## src/rtl/proc_mem_responder_if.sv

```systemverilog
// CPU-side bus of the 6502 memory responder: address, direction and data
// from the core, read data and ready back to it.
interface proc_mem_responder_if;
  logic [15:0] AB;
  logic        RW;
  logic [7:0]  DB_OUT;
  logic [7:0]  DB_IN;
  logic        RDY;

  modport master (output AB, RW, DB_OUT, input DB_IN, RDY);
  modport slave  (input AB, RW, DB_OUT, output DB_IN, RDY);
endinterface

```

## src/rtl/proc_mem_responder.sv

```systemverilog
// Turns 6502 bus cycles into accesses on a synchronous single-port memory,
// stalling the CPU with RDY for read latency and wait states and blocking ROM writes.
module proc_mem_responder #(
  parameter int          MEM_ADDR_WIDTH = 16,
  parameter int          READ_LATENCY   = 1,
  parameter int          WAIT_STATES    = 0,
  parameter logic [15:0] ROM_BASE       = 16'hE000
) (
  input  logic                      PHI_2,
  input  logic                      RES,
  proc_mem_responder_if.slave       bus,
  output logic                      ena,
  output logic                      wea,
  output logic [MEM_ADDR_WIDTH-1:0] addra,
  output logic [7:0]                dina,
  input  logic [7:0]                douta,
  output logic                      rom_wr_err,
  output logic [7:0]                rom_wr_count
);

  typedef enum logic [1:0] {
    IDLE    = 2'd0,
    RD_WAIT = 2'd1,
    WR_WAIT = 2'd2,
    DONE    = 2'd3
  } state_t;

  localparam logic [3:0] RD_LOAD = 4'(READ_LATENCY + WAIT_STATES);
  localparam logic [3:0] WR_LOAD = 4'(WAIT_STATES);
  // RD_WAIT counter value during the cycle READ_LATENCY after issue
  localparam logic [3:0] CAP_AT  = 4'(WAIT_STATES + 1);

  state_t     state_r;
  state_t     state_nxt;
  logic [3:0] cnt_r;
  logic [3:0] cnt_nxt;
  logic [7:0] db_in_r;
  logic       rdy_s;
  logic       capture_s;
  logic       rom_hit_s;
  logic       is_rom_s;

  assign is_rom_s = (bus.AB >= ROM_BASE);
  assign bus.DB_IN = db_in_r;
  assign bus.RDY   = rdy_s;

  // Next-state, counter and memory-port decode; reset forces the port quiet
  always_comb begin
    state_nxt = state_r;
    cnt_nxt   = cnt_r;
    rdy_s     = 1'b1;
    ena       = 1'b0;
    wea       = 1'b0;
    addra     = '0;
    dina      = 8'h00;
    capture_s = 1'b0;
    rom_hit_s = 1'b0;
    if (!RES) begin
      state_nxt = IDLE;
      cnt_nxt   = 4'd0;
    end else begin
      case (state_r)
        IDLE: begin
          if (bus.RW) begin
            ena       = 1'b1;
            addra     = bus.AB[MEM_ADDR_WIDTH-1:0];
            rdy_s     = 1'b0;
            state_nxt = RD_WAIT;
            cnt_nxt   = RD_LOAD;
          end else begin
            if (is_rom_s) begin
              rom_hit_s = 1'b1;
            end else begin
              ena   = 1'b1;
              wea   = 1'b1;
              addra = bus.AB[MEM_ADDR_WIDTH-1:0];
              dina  = bus.DB_OUT;
            end
            if (WAIT_STATES == 0) begin
              rdy_s = 1'b1;
            end else begin
              rdy_s     = 1'b0;
              state_nxt = WR_WAIT;
              cnt_nxt   = WR_LOAD;
            end
          end
        end
        RD_WAIT: begin
          rdy_s     = 1'b0;
          capture_s = (cnt_r == CAP_AT);
          cnt_nxt   = cnt_r - 4'd1;
          if (cnt_r == 4'd1) begin
            state_nxt = DONE;
          end else begin
            state_nxt = RD_WAIT;
          end
        end
        WR_WAIT: begin
          if (cnt_r == 4'd1) begin
            rdy_s     = 1'b1;
            cnt_nxt   = 4'd0;
            state_nxt = IDLE;
          end else begin
            rdy_s   = 1'b0;
            cnt_nxt = cnt_r - 4'd1;
          end
        end
        DONE: begin
          rdy_s     = 1'b1;
          state_nxt = IDLE;
        end
        default: begin
          state_nxt = IDLE;
          cnt_nxt   = 4'd0;
        end
      endcase
    end
  end

  // State, counter, read-data capture and ROM write bookkeeping
  always_ff @(posedge PHI_2 or negedge RES) begin
    if (!RES) begin
      state_r      <= IDLE;
      cnt_r        <= 4'd0;
      db_in_r      <= 8'h00;
      rom_wr_err   <= 1'b0;
      rom_wr_count <= 8'h00;
    end else begin
      state_r    <= state_nxt;
      cnt_r      <= cnt_nxt;
      rom_wr_err <= rom_hit_s;
      if (capture_s) begin
        db_in_r <= douta;
      end else begin
        db_in_r <= db_in_r;
      end
      if (rom_hit_s && (rom_wr_count != 8'hFF)) begin
        rom_wr_count <= rom_wr_count + 8'd1;
      end else begin
        rom_wr_count <= rom_wr_count;
      end
    end
  end

endmodule

```

## src/flat_wrapper.sv

```systemverilog
// flat-port wrapper written by rule: the top's interface ports become plain ports
module proc_mem_responder_flat 
#(
  parameter int          MEM_ADDR_WIDTH = 16,
  parameter int          READ_LATENCY   = 1,
  parameter int          WAIT_STATES    = 0,
  parameter logic [15:0] ROM_BASE       = 16'hE000
)
  (PHI_2, RES, ena, wea, addra, dina, douta, rom_wr_err, rom_wr_count, bus_AB, bus_RW, bus_DB_OUT, bus_DB_IN, bus_RDY);
  proc_mem_responder_if bus_i ();
  input  logic PHI_2;
  input  logic RES;
  output logic ena;
  output logic wea;
  output logic [MEM_ADDR_WIDTH-1:0] addra;
  output logic [7:0] dina;
  input  logic [7:0] douta;
  output logic rom_wr_err;
  output logic [7:0] rom_wr_count;
  input wire logic [$bits(bus_i.AB)-1:0] bus_AB;
  input wire logic [$bits(bus_i.RW)-1:0] bus_RW;
  input wire logic [$bits(bus_i.DB_OUT)-1:0] bus_DB_OUT;
  output wire logic [$bits(bus_i.DB_IN)-1:0] bus_DB_IN;
  output wire logic [$bits(bus_i.RDY)-1:0] bus_RDY;
  assign bus_i.AB = bus_AB;
  assign bus_i.RW = bus_RW;
  assign bus_i.DB_OUT = bus_DB_OUT;
  assign bus_DB_IN = bus_i.DB_IN;
  assign bus_RDY = bus_i.RDY;
  proc_mem_responder #(.MEM_ADDR_WIDTH(MEM_ADDR_WIDTH), .READ_LATENCY(READ_LATENCY), .WAIT_STATES(WAIT_STATES), .ROM_BASE(ROM_BASE)) u_core (.PHI_2(PHI_2), .RES(RES), .bus(bus_i), .ena(ena), .wea(wea), .addra(addra), .dina(dina), .douta(douta), .rom_wr_err(rom_wr_err), .rom_wr_count(rom_wr_count));
endmodule
```

## config.mk

```make
export PLATFORM = sky130hd
export DESIGN_NAME = proc_mem_responder_flat
export DESIGN_NICKNAME = d
export VERILOG_FILES = /design/src/rtl/proc_mem_responder_if.sv /design/src/rtl/proc_mem_responder.sv /design/src/flat_wrapper.sv
export SDC_FILE = /design/constraint.sdc
export NUM_CORES = 1
export LEC_CHECK = 0
export CAP_MARGIN = 15
export CORE_MARGIN = 5
export CORE_UTILIZATION = 42
export DETAILED_ROUTE_END_ITERATION = 10
export PLACE_DENSITY = 0.88
export SLEW_MARGIN = 30
export SYNTH_ARGS = -nofsm -noshare
export SYNTH_HDL_FRONTEND = slang
export SYNTH_SLANG_ARGS = --single-unit
```

## constraint.sdc

```tcl
create_clock -name PHI_2 -period 3.8 [get_ports PHI_2]
set_clock_uncertainty 0.05 [all_clocks]
set_input_delay 0.38 -clock PHI_2 [delete_from_list [all_inputs] [get_ports PHI_2]]
set_output_delay 0.38 -clock PHI_2 [all_outputs]
set_load 0.005 [all_outputs]
```

==> results of run 1 <==
[worst register-to-register path, stage by stage, from the launching register on]
cell and delay, ps:
sky130_fd_sc_hd__dfrtp_1 440, sky130_fd_sc_hd__inv_1 100, sky130_fd_sc_hd__ha_1 320, sky130_fd_sc_hd__nand2_2 230
sky130_fd_sc_hd__nor4_2 320, sky130_fd_sc_hd__mux2_1 340
[placed cells by master (no fill, tap or decap), types with 4 or more instances in the layout]
cell and count:
sky130_fd_sc_hd__clkdlybuf4s50_1 78, sky130_fd_sc_hd__nand2_1 4, sky130_fd_sc_hd__ha_1 7, sky130_fd_sc_hd__mux2_1 12, sky130_fd_sc_hd__o2bb2ai_1 4, sky130_fd_sc_hd__nand3_1 4, sky130_fd_sc_hd__inv_1 9, sky130_fd_sc_hd__dfrtp_1 23
sky130_fd_sc_hd__and2_1 24
[layout make-up]
cell class	count	share of cell area
Inverter	9	0.0146
Clock buffer	3	0.00975
Timing Repair Buffer	79	0.341
Multi-Input combinational cell	99	0.358
Sequential cell	23	0.249
Clock inverter	1	0.00217
Tap cell	46	0.0249
[stage by stage]
step / setup slack [ps] / total power, W / hold slack, ps / std cells
2_1_floorplan: 1890 / 0.000475 / 34.4 / 135
6_report: 803 / 0.000803 / 436 / 260
3_3_place_gp: 1050 / 0.000679 / 417 / 256
5_1_grt: 610 / 0.000861 / 453 / 260
4_1_cts: 775 / 0.000813 / 448 / 260
3_5_place_dp: 941 / 0.000698 / 426 / 256
[final timing paths]
kind,start,end,slack (ps),depth (start not counted)
hold / removal,RES,u_core.state_r[1],440,2
setup / recovery,u_core.state_r[0],addra[3],800,6
max in group asynchronous,RES,u_core.rom_wr_count[5],2990,2
setup reg to reg,u_core.state_r[0],u_core.rom_wr_count[7],1900,5
hold reg to reg,u_core.bus.DB_IN[5],u_core.bus.DB_IN[5],450,1
min in group PHI_2,u_core.bus.DB_IN[5],u_core.bus.DB_IN[5],450,1
[power groups by stage]
stage	clock (W)	sequential, W	combinational (W)
2_1_floorplan	0	0.000351	0.000124
3_3_place_gp	0	0.000349	0.000331
3_5_place_dp	0	0.000354	0.000344
4_1_cts	0.000117	0.000350	0.000346
5_1_grt	0.000129	0.000358	0.000374
6_report	0.000114	0.000349	0.000339
[registers in the layout, indices dropped and copies added (netlist names)]
| register | count |
|---|---|
| u_core.rom_wr_err | 1 |
| u_core.cnt_r | 4 |
| u_core.bus.DB_IN | 8 |
| u_core.state_r | 2 |
| u_core.rom_wr_count | 8 |
[cell families after synthesis]
logic type / count (synthesis) / share of synthesized area
compound gates: 21 / 0.134
mux: 13 / 0.0996
flops: 23 / 0.395
simple gates: 54 / 0.251
buf+inv: 13 / 0.0369
xor+xnor: 4 / 0.0240
fa+ha+maj: 7 / 0.0601
[layer usage]
| layer | track usage | part of all wire | vias up | wire [um] |
|---|---|---|---|---|
| li1 | - | - | 645 | - |
| met4 | 0.0560 | 0.010 | 0 | 38 |
| met2 | 0.299 | 0.48 | 63 | 1790 |
| met1 | 0.177 | 0.39 | 622 | 1460 |
| met3 | 0.0421 | 0.12 | 4 | 445 |
| met5 | 0 | 0 | - | 0 |
==> results.md, run 1 <==
- Synthesis produced a netlist whose cell count is between 100 and 150.
- The die covers around 4700 um2.
- The initialized floorplan defines 21 standard-cell rows.
- Entering global routing, the biggest net connects 35 pins.
- The final number of max-transition violations was 0.
- Dividing the detail-routed via count by the number of cells gives 5.13.
- Of the post-synthesis cell area, the dominant cell type holds 0.395.
- In this run the horizontal extent of the chip is 68.9 um.
- The run finished with clean final reports.
- In this run, the number of DRC markers left after iteration 0 of detailed routing was 46.
- When the netlist entered floorplanning its net count stood at ~180.
- The dominant register cell in the synthesized netlist is sky130_fd_sc_hd__dfrtp_1.
- The tightest min-delay check is of the in -> async type.
- The relative contribution of sequential cells to total power is 0.435.
- After the last flow step, the layout net total stands at roughly 260.
- Setup repair after global routing left no endpoint under its margin.
- The placement-stage cell area is approximately 2300 um2.
- The global-route wire length before repair is about 5900 um.
- The tool flagged a number of max-cap violations equal to 0.
- The relative contribution of combinational cells to total power is 0.422.
- The total detailed-routing wirelength is 3730 um.
- In the final layout, the share of cells above drive strength 1 is 0.0701.
- The netlist area before placement is 1460 um2.
- The maximum operating frequency is 0.334 GHz.
- The largest area contributor in the netlist is sky130_fd_sc_hd__dfrtp_1.
- The most common cell in the synthesized netlist is sky130_fd_sc_hd__and2_1.
- The worst slew slack as a fraction of its limit is 0.732.
- At the pin with the least slew margin, the transition time is ~400 ps.
- In this run, distinct cell masters in the synthesized netlist total 41.
- The initial antenna violation count came to 0.
- The number of clock sinks is 23.
- The share of the Yosys chip area taken by registers is 0.395.
- Once detail routing completed, the nets flagged for antenna violations numbered 0.
- TritonCTS built the clock tree.
- For this run the aggregate overflow at the end of global routing stands at 0.
- The critical path startpoint category is a register.
- In this run the clock root is driven by a sky130_fd_sc_hd__clkbuf_4.
- The flip-flop and latch count after synthesis is 23.
- The final design area excluding fillers is 2310 um2.
- The kind of end point of the critical path is an output port.
- The data arrival time of the worst path is between 2000 and 3000 ps.
- The area inside the core boundary is 3340 um2.
- The storage element area is 576 um2.
- The number of hold-slack violations in the final timing report came to 0.
- Clock-pin slew was measured on the worst setup and hold paths at roughly 130 ps.
- The post-DP HPWL is 3090 um.
- In the final layout, the multi-input gates occupy just over 800 um2.
- The number of global-route vias before repair is 1346.
- The count of unresolved DRC violations after routing is 0.
- The power density normalized to cell area is 347 nW/um2.
- The critical-path maximum fanout is 17.
- The synthesis-to-finish area growth is 58.5%.
- The switching power as a share of total power is 0.302.
- The number of gates resized after CTS was 0.
- For the final routed database, the setup TNS stands at 0 ps.
- The number of CTS-inserted buffers is 3.
- The number of hold buffers added after CTS was 0.
- In the global route stage, overall resource usage came out at 0.162.
- On the critical path the largest part of the delay comes from simple AND/OR/NAND/NOR gates.
- Routability-driven placement finished with a final weighted congestion of just under 0.8.
- The Yosys step of the flow raised 0 warnings.
- The largest stage delay on the critical path is 500 ps.
- For the worst setup path, the data required time is around 3400 ps.
- The share of total power dissipated in the clock network is 0.142.
- CTS built an H-tree with a depth of 1.
- The worst-case IR drop observed on VDD is 357 uV.
- Walking the worst path, the cells encountered are inv_1 -> ha_1 -> nand2_2 -> and2b_1 -> and2_1 -> clkdlybuf4s50_1.
- The chip height is 68.9 um.
- Counting I/O delays and the setup requirement, the final critical path takes between 2000 and 3000 ps.
- Yosys mapped a number of flops with a built-in enable equal to 0.
- The first-pass iteration count of the detailed router is 4.
- The later pin in the worst-skew pair is clocked with a latency of ~320 ps.
- Of the available clock period, the critical path in the final layout requires 0.789.
- The count of buffering cells on the critical path with inverters included is 2.
- The starting density of the core is 0.437.
- During placement, the flow inserted port buffers numbering 78.
- The boundary pin count is around 80.
- Setup violations remaining at the end of the flow were counted as 0.
- Counting flops with an async set or reset pin after synthesis yields a share of 1.00.
- By area the synthesized netlist is led by sky130_fd_sc_hd__dfrtp_1 (39%), sky130_fd_sc_hd__and2_1 (10%), sky130_fd_sc_hd__mux2_1 (9.3%).
- The cell with the biggest individual delay on the critical path is sky130_fd_sc_hd__clkdlybuf4s50_1.
- The analysis attributes to net switching a power of 0.000243 W.
- The kind of critical path is reg -> out.
- The maximum root-to-sink buffer count is 2.
- A synthesized cell averages 10.8 um2.
- The filler cell count is about 270.
- Dividing the detail-routed wire length by the instance count gives between 10 and 15 um.
- Post-CTS timing repair inserted 0 buffers for setup.
- The internal portion of the total power is around 0.00056 W.
- The total number of vias is 1334.
- The leakage power figure is roughly 0.99 nW.
- By count the netlist is led by sky130_fd_sc_hd__and2_1 (24), sky130_fd_sc_hd__dfrtp_1 (23), sky130_fd_sc_hd__mux2_1 (12).
- Measured on the finished design, the core utilization comes to 0.693.
- The diode insertion count for antenna repair is 0.
Power figures use the tool's default switching activity.
==> run 2, diff against run 1 <==
Settings changed: CORE_UTILIZATION 42 to 35, PLACE_DENSITY 0.88 to 0.78.
Clock period 3.8 ns to 2.5 ns, I/O delays scaled along.
==> results.md, run 2 (synthesis gave the netlist of run 1 again) <==
- The area of the die was 5560 um2 (was 4750 um2).
- The kind of critical path is reg -> out (unchanged).
- The multi-input logic area was 865 um2 (was 828 um2).
- The chip height is 74.5 um (was 68.9 um).
- The synthesis-to-finish area growth came to 64.6% (was 58.5%).
- The internal power component is 0.000918 W (was 0.000560 W).
- The boundary pin count is 79 (unchanged).
- Derived from the worst setup path, the maximum achievable clock frequency is 0.410 GHz.
- The filler cell count was 377 (was 268).
- The slew of the pin with the lowest slew margin is 421 ps (was 401 ps).
- The worst path required time came to 2200 ps (was 3370 ps).
- The placed instance count is 264 (was 256).
- The number of failing setup endpoints in the final timing report came to 0 (unchanged).
- The leakage power figure came to 1.01 nW (was 0.985 nW).
- The switching power as a share of total power came to 0.287 (was 0.302).
- The post-detailed-route count of antenna-violating nets is 0 (unchanged).
- The total number of vias was 1304 (was 1334).
- The post-layout utilization of the core is 0.596 (was 0.693).
- The worst slew slack as a fraction of its limit is 0.719 (was 0.732).
- Outcome: finished, final reports clean (unchanged).
- The worst min-delay path category was in -> async (unchanged).
- The clock tree from TritonCTS is done (unchanged).
- The max-cap violation count came to 0 (unchanged).
- The number of nets in the layout is 262 (was 257).
- The critical path startpoint category is a register (unchanged).
- The total detailed-routing wirelength was 3760 um (was 3730 um).
- The count of standard-cell rows is 23 (was 21).
- The number of DRC markers after the initial detailed-route iteration is 20 (was 46).
- The worst-case hold slack is 391 ps (was 436 ps).
- The kind of end point of the critical path is an output port (unchanged).
- The final number of max-transition violations is 0 (unchanged).
- Most frequent cells in the layout: sky130_fd_sc_hd__clkdlybuf4s50_1 (78), sky130_fd_sc_hd__and2_1 (24), sky130_fd_sc_hd__dfrtp_1 (23) (unchanged).
- The total global-route track usage is 0.132 (was 0.162).
- The number of global-route vias before repair came to 1261 (was 1346).
- The clock period minus worst slack is 2440 ps.
- The global-route wire length before repair was 5800 um (was 5900 um).
- The storage element area was 576 um2 (unchanged).
- The final cell count without fillers is 269 (was 260).
- The post-DP HPWL is 3010 um (was 3090 um).
- The number of hold-slack violations in the final timing report is 0 (unchanged).
- The net switching component of the power came to 0.000369 W (was 0.000243 W).
- The relative contribution of sequential cells to total power is 0.416 (was 0.435).
- The H-tree depth is 1 (unchanged).
- The pin count of the biggest net entering global routing was 18 (was 35).
- The share of post-route cells with drive strength above 1 is 0.0959 (was 0.0701).
- The total congestion overflow after global routing is 0 (unchanged).
- The per-cell routed wire length is 14.0 um (was 14.4 um).
- The number of CTS-inserted buffers came to 3 (unchanged).
- The starting density of the core was 0.362 (was 0.437).
- The post-CTS clock slew at the launch and capture registers of the worst setup and hold paths came to 80 ps (was 130 ps).
- The first-pass iteration count of the detailed router is 4 (unchanged).
- The number of hold-repair buffers added at the cts stage was 0 (unchanged).
- The relative contribution of combinational cells to total power is 0.413 (was 0.422).
- The die boundary width was 74.5 um (was 68.9 um).
- The initial antenna violation count is 0 (unchanged).
- Dividing the final minimum period by the clock period gives 0.975.
- The diode insertion count for antenna repair is 0 (unchanged).
- The data arrival time of the worst path is 2140 ps (was 2570 ps).
- The part of the total power dissipated in the clock network is 0.171 (was 0.142).
- The maximum root-to-sink buffer count is 2 (unchanged).
- The critical-path maximum fanout was 8 (was 17).
- The CTS root buffer is sky130_fd_sc_hd__clkbuf_8 (was sky130_fd_sc_hd__clkbuf_4).
- The overall power consumption was 0.00129 W (was 0.000803 W).
- The area inside the core boundary is 4030 um2 (was 3340 um2).
- The clock latency on the worst-skew pair was 250 ps (was 320 ps).
- The power density normalized to cell area is 536 nW/um2 (was 347 nW/um2).
- The highest ir drop seen on vdd is 496 uV (was 357 uV).
- The number of clock sinks came to 23 (unchanged).
- The number of buffer cells added on primary ports was 78 (unchanged).
- The most common cell after layout, fill and taps aside is sky130_fd_sc_hd__clkdlybuf4s50_1 (unchanged).
- The count of unresolved DRC violations after routing came to 0 (unchanged).
- The global placer's final weighted congestion is 0.789 (was 0.790).
- The number of vias per cell after detailed routing is 4.85 (was 5.13).
## run 2: power by group through the flow
stage | Combinational (W) | Sequential [W] | Clock, W
floorplan | 0.000189 | 0.000534 | 0
global placement | 0.000518 | 0.000533 | 0
detailed placement | 0.000522 | 0.000539 | 0
CTS | 0.000528 | 0.000535 | 0.000233
global route | 0.000585 | 0.000548 | 0.000247
finish | 0.000531 | 0.000536 | 0.000220
## run 2: what timing repair did
action | CTS | global route
setup buffers | 0 | 0
gates cloned | 0 | 1
endpoints found under the setup margin | 17 | 26
gates resized for setup | 2 | 3
## run 2: layout make-up
class / count / area share
Tap cell: 50 / 0.0261
Inverter: 9 / 0.0141
Sequential cell: 23 / 0.240
Multi-Input combinational cell: 100 / 0.360
Clock buffer: 4 / 0.0188
Timing Repair Buffer: 83 / 0.341
## run 2: worst paths after layout
| kind | end | cells after the start | startpoint | slack, ps |
|---|---|---|---|---|
| max | dina[5] | 6 | u_core.state_r[0] | 60 |
| min | u_core.rom_wr_count[3] | 2 | RES | 390 |
| max reg2reg | u_core.bus.DB_IN[0] | 5 | u_core.cnt_r[1] | 590 |
| min reg2reg | u_core.bus.DB_IN[7] | 1 | u_core.bus.DB_IN[7] | 440 |
| max in group asynchronous | u_core.bus.DB_IN[7] | 2 | RES | 1790 |
| min in group PHI_2 | u_core.bus.DB_IN[7] | 1 | u_core.bus.DB_IN[7] | 440 |
## run 2: layer usage
| metal | global-route usage | part of all wire | vias up |
|---|---|---|---|
| li1 | - | - | 656 |
| met1 | 0.165 | 0.43 | 587 |
| met3 | 0.0405 | 0.12 | 2 |
| met4 | 0.0356 | 0.0043 | 0 |
| met2 | 0.220 | 0.45 | 59 |
| met5 | 0 | 0 | - |
## run 2: worst max-delay path, stage by stage (launching register included)
cell	delay, ps
sky130_fd_sc_hd__dfrtp_1	420
sky130_fd_sc_hd__inv_1	140
sky130_fd_sc_hd__ha_4	200
sky130_fd_sc_hd__nand3b_1	170
sky130_fd_sc_hd__a31oi_2	240
sky130_fd_sc_hd__and2_1	180
sky130_fd_sc_hd__clkdlybuf4s50_1	530
## run 2: stage by stage
step / instance area (um2) / TNS (ps) / setup WS (ps)
after floorplan: 1460 / 0 / 716
after global placement: 2320 / 0 / 138
after detailed placement: 2320 / 0 / 146
after CTS: 2370 / 0 / 21.2
after global routing: 2400 / -57.1 / -57.1
final: 2400 / 0 / 63.6
